===== src/rtl/alu_issue.sv =====
// alu_issue: issue/sequencing stage in front of the ALU.
//
// Accepts one decoded RV32IM OP / OP-IMM / LUI / AUIPC / BRANCH instruction
// per handshake. It maps the instruction to an ALU opcode, selects the
// operands, pulses the ALU enable, and holds the operands while the ALU is
// busy. It then presents a writeback or branch-resolution bundle downstream.
//
// Ports
//   I_clk, I_reset      clock; synchronous active-high reset (shared with ALU)
//   I_valid / O_ready   upstream handshake, decoded instruction fields:
//     I_opcode, I_funct3, I_funct7, I_rd, I_pc, I_rs1, I_rs2, I_imm
//   O_alu_en            one-cycle ALU start pulse
//   O_alu_op/s1/s2      ALU opcode and operands, stable from EXEC to DONE
//   I_alu_busy/data     ALU busy flag and result
//   I_alu_lt/ltu/eq     ALU comparison flags
//   O_valid / I_ready   downstream handshake for the result bundle:
//     O_wb_en, O_rd, O_data, O_br, O_br_taken, O_br_target
//
// FSM: IDLE -> EXEC -> WAIT (until busy low) -> DONE (until I_ready) -> IDLE.

module alu_issue (
  input  logic        I_clk,
  input  logic        I_reset,
  input  logic        I_valid,
  output logic        O_ready,
  input  logic [6:0]  I_opcode,
  input  logic [2:0]  I_funct3,
  input  logic [6:0]  I_funct7,
  input  logic [4:0]  I_rd,
  input  logic [31:0] I_pc,
  input  logic [31:0] I_rs1,
  input  logic [31:0] I_rs2,
  input  logic [31:0] I_imm,
  output logic        O_alu_en,
  output logic [4:0]  O_alu_op,
  output logic [31:0] O_alu_s1,
  output logic [31:0] O_alu_s2,
  input  logic        I_alu_busy,
  input  logic [31:0] I_alu_data,
  input  logic        I_alu_lt,
  input  logic        I_alu_ltu,
  input  logic        I_alu_eq,
  output logic        O_valid,
  input  logic        I_ready,
  output logic        O_wb_en,
  output logic [4:0]  O_rd,
  output logic [31:0] O_data,
  output logic        O_br,
  output logic        O_br_taken,
  output logic [31:0] O_br_target
);

  // ALU opcode encoding shared with the ALU (cpu/aludefs.vh values).
  localparam logic [4:0] ALUOP_ADD    = 5'd0;
  localparam logic [4:0] ALUOP_SUB    = 5'd1;
  localparam logic [4:0] ALUOP_SLL    = 5'd2;
  localparam logic [4:0] ALUOP_SLT    = 5'd3;
  localparam logic [4:0] ALUOP_SLTU   = 5'd4;
  localparam logic [4:0] ALUOP_XOR    = 5'd5;
  localparam logic [4:0] ALUOP_SRL    = 5'd6;
  localparam logic [4:0] ALUOP_SRA    = 5'd7;
  localparam logic [4:0] ALUOP_OR     = 5'd8;
  localparam logic [4:0] ALUOP_AND    = 5'd9;
  localparam logic [4:0] ALUOP_MUL    = 5'd10;
  localparam logic [4:0] ALUOP_MULH   = 5'd11;
  localparam logic [4:0] ALUOP_MULHSU = 5'd12;
  localparam logic [4:0] ALUOP_MULHU  = 5'd13;
  localparam logic [4:0] ALUOP_DIV    = 5'd14;
  localparam logic [4:0] ALUOP_DIVU   = 5'd15;
  localparam logic [4:0] ALUOP_REM    = 5'd16;
  localparam logic [4:0] ALUOP_REMU   = 5'd17;

  localparam logic [6:0] OPC_OP     = 7'b0110011;
  localparam logic [6:0] OPC_OP_IMM = 7'b0010011;
  localparam logic [6:0] OPC_LUI    = 7'b0110111;
  localparam logic [6:0] OPC_AUIPC  = 7'b0010111;
  localparam logic [6:0] OPC_BRANCH = 7'b1100011;
  localparam logic [6:0] F7_MULDIV  = 7'b0000001;

  typedef enum logic [1:0] {
    S_IDLE,
    S_EXEC,
    S_WAIT,
    S_DONE
  } state_t;

  state_t state, state_d;

  // Base integer funct3 mapping. Only the register form may select SUB;
  // both forms use the alt bit (funct7[5]) to pick SRA over SRL.
  function automatic logic [4:0] base_op(input logic [2:0] f3, input logic alt,
                                         input logic is_reg);
    logic [4:0] op;
    case (f3)
      3'b000:  op = (alt && is_reg) ? ALUOP_SUB : ALUOP_ADD;
      3'b001:  op = ALUOP_SLL;
      3'b010:  op = ALUOP_SLT;
      3'b011:  op = ALUOP_SLTU;
      3'b100:  op = ALUOP_XOR;
      3'b101:  op = alt ? ALUOP_SRA : ALUOP_SRL;
      3'b110:  op = ALUOP_OR;
      default: op = ALUOP_AND;
    endcase
    return op;
  endfunction

  function automatic logic [4:0] muldiv_op(input logic [2:0] f3);
    logic [4:0] op;
    case (f3)
      3'b000:  op = ALUOP_MUL;
      3'b001:  op = ALUOP_MULH;
      3'b010:  op = ALUOP_MULHSU;
      3'b011:  op = ALUOP_MULHU;
      3'b100:  op = ALUOP_DIV;
      3'b101:  op = ALUOP_DIVU;
      3'b110:  op = ALUOP_REM;
      default: op = ALUOP_REMU;
    endcase
    return op;
  endfunction

  function automatic logic branch_cond(input logic [2:0] f3, input logic lt,
                                       input logic ltu, input logic eq);
    logic c;
    case (f3)
      3'b000:  c = eq;
      3'b001:  c = !eq;
      3'b100:  c = lt;
      3'b101:  c = !lt;
      3'b110:  c = ltu;
      3'b111:  c = !ltu;
      default: c = 1'b0;
    endcase
    return c;
  endfunction

  // Decode of the incoming instruction; only used on the accept cycle.
  logic [4:0]  dec_op;
  logic [31:0] dec_s1, dec_s2, dec_target;
  logic        dec_wb, dec_br;

  // NOTE: every signal assigned in always_comb gets a default first, so no
  // path leaves it unassigned and no latch is inferred.
  always_comb begin
    dec_op     = ALUOP_ADD;
    dec_s1     = I_rs1;
    dec_s2     = I_imm;
    dec_wb     = 1'b0;
    dec_br     = 1'b0;
    dec_target = '0;
    case (I_opcode)
      OPC_OP: begin
        dec_op = (I_funct7 == F7_MULDIV) ? muldiv_op(I_funct3)
                                         : base_op(I_funct3, I_funct7[5], 1'b1);
        dec_s2 = I_rs2;
        dec_wb = (I_rd != 5'd0);
      end
      OPC_OP_IMM: begin
        dec_op = base_op(I_funct3, I_funct7[5], 1'b0);
        dec_wb = (I_rd != 5'd0);
      end
      OPC_LUI: begin
        dec_s1 = '0;
        dec_wb = (I_rd != 5'd0);
      end
      OPC_AUIPC: begin
        dec_s1 = I_pc;
        dec_wb = (I_rd != 5'd0);
      end
      OPC_BRANCH: begin
        dec_op     = ALUOP_SUB;
        dec_s2     = I_rs2;
        dec_br     = 1'b1;
        dec_target = I_pc + I_imm;  // 32-bit wrap-around
      end
      default: ;  // unsupported opcode: completes as an ADD bubble
    endcase
  end

  logic accept;
  assign O_ready = (state == S_IDLE) && !I_reset;
  assign accept  = I_valid && O_ready;

  always_comb begin
    state_d = state;
    case (state)
      S_IDLE: if (accept) state_d = S_EXEC;
      S_EXEC: state_d = S_WAIT;
      S_WAIT: if (!I_alu_busy) state_d = S_DONE;
      S_DONE: if (I_ready) state_d = S_IDLE;
      default: state_d = S_IDLE;
    endcase
  end

  // NOTE: sequential state uses non-blocking assignments so every register
  // samples pre-edge values regardless of statement order.
  always_ff @(posedge I_clk) begin
    if (I_reset) state <= S_IDLE;
    else         state <= state_d;
  end

  logic [4:0]  op_q, rd_q;
  logic [31:0] s1_q, s2_q, data_q, target_q;
  logic [2:0]  f3_q;
  logic        wb_q, br_q, taken_q;

  always_ff @(posedge I_clk) begin
    if (I_reset) begin
      op_q     <= '0;
      s1_q     <= '0;
      s2_q     <= '0;
      rd_q     <= '0;
      f3_q     <= '0;
      wb_q     <= 1'b0;
      br_q     <= 1'b0;
      taken_q  <= 1'b0;
      target_q <= '0;
      data_q   <= '0;
    end else begin
      case (state)
        S_IDLE: if (accept) begin
          op_q     <= dec_op;
          s1_q     <= dec_s1;
          s2_q     <= dec_s2;
          rd_q     <= I_rd;
          f3_q     <= I_funct3;
          wb_q     <= dec_wb;
          br_q     <= dec_br;
          target_q <= dec_target;
          taken_q  <= 1'b0;
        end
        S_WAIT: if (!I_alu_busy) begin
          data_q  <= I_alu_data;
          taken_q <= br_q && branch_cond(f3_q, I_alu_lt, I_alu_ltu, I_alu_eq);
        end
        default: ;
      endcase
    end
  end

  assign O_alu_en    = (state == S_EXEC);
  assign O_alu_op    = op_q;
  assign O_alu_s1    = s1_q;
  assign O_alu_s2    = s2_q;
  assign O_valid     = (state == S_DONE);
  assign O_wb_en     = wb_q;
  assign O_rd        = rd_q;
  assign O_data      = data_q;
  assign O_br        = br_q;
  assign O_br_taken  = taken_q;
  assign O_br_target = target_q;

endmodule

===== config.mk =====
export PLATFORM = sky130hd
export DESIGN_NAME = alu_issue
export DESIGN_NICKNAME = d
export VERILOG_FILES = /design/src/rtl/alu_issue.sv
export SDC_FILE = /design/constraint.sdc
export NUM_CORES = 1
export LEC_CHECK = 0
export CAP_MARGIN = 40
export CORE_ASPECT_RATIO = 0.75
export CORE_MARGIN = 2
export CORE_UTILIZATION = 39
export CTS_CLUSTER_SIZE = 12
export DETAILED_ROUTE_END_ITERATION = 8
export GPL_ROUTABILITY_DRIVEN = 0
export PLACE_DENSITY = 0.77
export SLEW_MARGIN = 20
export SYNTH_ARGS = -nofsm -noshare
export SYNTH_HDL_FRONTEND = slang
export SYNTH_SLANG_ARGS = --single-unit
export TNS_END_PERCENT = 30

===== constraint.sdc =====
create_clock -name I_clk -period 2.7 [get_ports I_clk]
set_clock_uncertainty 0.15 [all_clocks]
set_input_delay 0.81 -clock I_clk [delete_from_list [all_inputs] [get_ports I_clk]]
set_output_delay 0.81 -clock I_clk [all_outputs]
set_load 0.1 [all_outputs]

==> impl_metrics.env <==
export IMPL_fin_area_um2=13400
export IMPL_root_buffer="clkbuf_16"
export IMPL_routed_wl_um=31010
export IMPL_r2r_slack_ns=0.58
export IMPL_core_um2=20100
export IMPL_critPathMaxStageDelay_ns=0.53
export IMPL_grt_usage=0.2749
export IMPL_ys_warn_count=0
export IMPL_dp_slack_ns=-0.8746
export IMPL_dr_first_iter_drc_count=606
export IMPL_hp_start="O_br_target[17]"
export IMPL_cp_buffers_inverters=1
export IMPL_dpl_hpwl_um=23060
export IMPL_wl_met3_um=2543
export IMPL_syn_cell_area_um2=7929
export IMPL_syn2layout_area_growth_pct=69.05
export IMPL_firstDrtPassIters=7
export IMPL_crit_start="I_imm[13]"
export IMPL_hold_path_class="flop to flop"
export IMPL_antenna_left=0
export IMPL_min_period_ns=2.674
export IMPL_placed_area_um2=12210
export IMPL_required_ns=2.87
export IMPL_seq_area_frac_synth=0.3686
export IMPL_peakVddDrop_uv=436.6
export IMPL_cts_tree="yes"
export IMPL_ys_flop_type="dfxtp_1"
export IMPL_finalHoldViolations=0
export IMPL_clk_pin_slew_ns=0.07
export IMPL_synth_most_common_cell="dfxtp_1"
export IMPL_worst_setup_path_type="primary input to flop"
export IMPL_grt_ovfl_total=0
export IMPL_grt_pass1_vias=8797
export IMPL_r2r_start="state[0]"
export IMPL_ys_seq_elements=146
export IMPL_yosys_area_top_type="dfxtp_1"
export IMPL_port_buffers=333
export IMPL_synth_edf_count=0
export IMPL_drive_gt1_frac=0.3015
export IMPL_crit_slowest_cell="or4_4"
export IMPL_dieArea_um2=21500
export IMPL_min_period_over_period=0.9904
export IMPL_drv_slew=0
export IMPL_layout_nets=1650
export IMPL_start_util=0.3945
export IMPL_h_tree_depth=4
export IMPL_die_w_um=168.6
export IMPL_path_cells="dlygate4sd2_1 > ha_4 > nand3_2 > or4_4 > a311oi_2 > nand3b_4 > a21boi_2 > xor2_1 > o21ai_2"
export IMPL_async_flop_share=0
export IMPL_ys_top_cells_by_count="146 x dfxtp_1, 136 x nand2_1, 110 x o21ai_0, 108 x a21oi_1, 64 x nand3b_1"
export IMPL_wl_per_cell_um=18.29
export IMPL_die_h_um=127.5
export IMPL_numCtsBuffers=17
export IMPL_vias=9005
export IMPL_antenna_found_initial=1
export IMPL_end_kind="flop"
export IMPL_syn_nets=1204
export IMPL_path_delay_family="simple AND/OR/NAND/NOR gates"
export IMPL_synthTopCellsByArea="dfxtp_1 37%, o21ai_0 6.9%, a21oi_1 6.8%, nand2_1 6.4%, nand3b_1 6.1%"
export IMPL_worstSetupEndpoint="O_br_target[24]"
export IMPL_synth_top_cell_area_share=0.3686
export IMPL_startpoint_type="primary input"
export IMPL_cap_viol_max_count=0
export IMPL_p_per_area_nw_per_um2=695.4
export IMPL_worstMarginPinSlew_ns=0.7651
export IMPL_synthCells=977
export IMPL_p_leak_uw=0.005496
export IMPL_yosysUniqueCellTypes=63
export IMPL_m1WireLength_um=13080
export IMPL_outcome="finished clean"
export IMPL_clk_latency_ns=0.41
export IMPL_cts_buffer_depth=2
export IMPL_vias_per_cell=5.313
export IMPL_critPathArrivalTime_ns=2.84
export IMPL_drcViolationCount=0
export IMPL_io_pins=334
export IMPL_met2_length_um=14560
export IMPL_rsz0062_at_grt="yes"
export IMPL_rows=45
export IMPL_worst_r2r_path_depth=8
export IMPL_crit_cells=9
export IMPL_crit_fanout=4
export IMPL_max_slew_margin_rel=0.4900
export IMPL_grt_first_pass_wirelength_um=46540
export IMPL_setup_violations_final=0
export IMPL_grt_max_degree=76
export IMPL_cts_sinks=146
export IMPL_r2r_end="O_br_target[25]"
export IMPL_setup_slack_ns=0.02603
export IMPL_max_freq_mhz=374.0
export IMPL_synth_avg_cell_area_um2=8.116
export IMPL_highest_layer="met4"
layout by cell type, fill, tap and decap left out, types with 9 or more instances in the layout:
cell             count
a22oi_1              9
nand4_1             11
nand2b_1            15
dlygate4sd2_1       20
xor2_1              13
dlymetal6s2s_1      14
buf_12              10
nand2_1            129
ha_4                23
a21oi_1             99
nor2_1              38
nand3_1             14
ha_1                11
inv_1               10
mux2i_1             33
buf_4              298
clkbuf_16           17
dfxtp_1            146
clkdlybuf4s50_1    143
nand3b_1            64
xnor2_1             13
nor3b_1             32
o21ai_0            103
state kept, by name, indices dropped and copies added, names as in the netlist:
name / count
O_alu_s1: 32
O_alu_s2: 32
O_br_target: 32
O_data: 32
O_alu_op: 5
O_rd: 5
f3_q: 3
state: 2
O_br: 1
O_br_taken: 1
O_wb_en: 1
worst min path at each step:
stage | end | slack [ns] | cells past startpoint
2_1_floorplan | f3_q[1] | 0.31 | 2
5_1_grt | O_data[16] | 0.33 | 2
6_report | O_br_target[17] | 0.31 | 2
3_3_place_gp | O_br_target[18] | 0.29 | 2
3_5_place_dp | O_br_target[19] | 0.30 | 2
4_1_cts | O_data[1] | 0.31 | 2
logic make-up after synthesis:
group | count (synthesis) | share of synthesized area
xor+xnor | 27 | 0.02983
flops | 146 | 0.3686
compound gates | 290 | 0.2104
simple gates | 360 | 0.2418
buf+inv | 83 | 0.04718
fa+ha+maj | 37 | 0.05933
mux | 34 | 0.04292
power by group:
part	leakage [uW]	internal [uW]	switching [uW]
registers	0.00119	2430	161
clock network	0.000283	1310	1100
logic	0.00402	1270	3050
per-layer routing:
| metal | vias to the layer above | track usage |
|---|---|---|
| li1 | 4379 | - |
| met1 | 4176 | 0.3424 |
| met2 | 393 | 0.4616 |
| met3 | 57 | 0.07094 |
| met4 | 0 | 0.09990 |
| met5 | - | 0 |
cell type report:
class / count / area [um^2]
fillers: 1640 / 6696
multi-input cells: 748 / 5195
repair buffers: 498 / 4328
flip-flops and latches: 146 / 2923
clock buffers: 17 / 425.4
well taps: 258 / 322.8
clock inverters: 15 / 162.7
inverters: 12 / 45.04
diodes: 1 / 2.502
worst min-delay path, stage by stage, from the launching register on:
cell and delay [ns]:
dfxtp_1 0.33, nand2_1 0.04, o21ai_0 0.06
stage by stage:
step                hold WS [ns]  utilization  TNS (ns)  power [uW]  std cells
finish                    0.3063       0.6669         0        9321       1695
global route              0.3265       0.6667  -0.06549        9649       1694
CTS                       0.3087       0.6527  -0.02364        9273       1683
detailed placement        0.2953       0.6076    -36.40        6798       1648
global placement          0.2893       0.6076    -34.65        6750       1648
floorplan                 0.3098            -   -0.2148        5517        977
repair_timing:
action | 4_1_cts | 5_1_grt
hold buffers | 0 | 0
cloned | 0 | 0
pin swaps | 11 | 29
setup buffers | 3 | 12
resized for setup | 81 | 64
setup endpoints to repair | 38 | 56
Note: power is estimated with default switching activity, not from simulation.
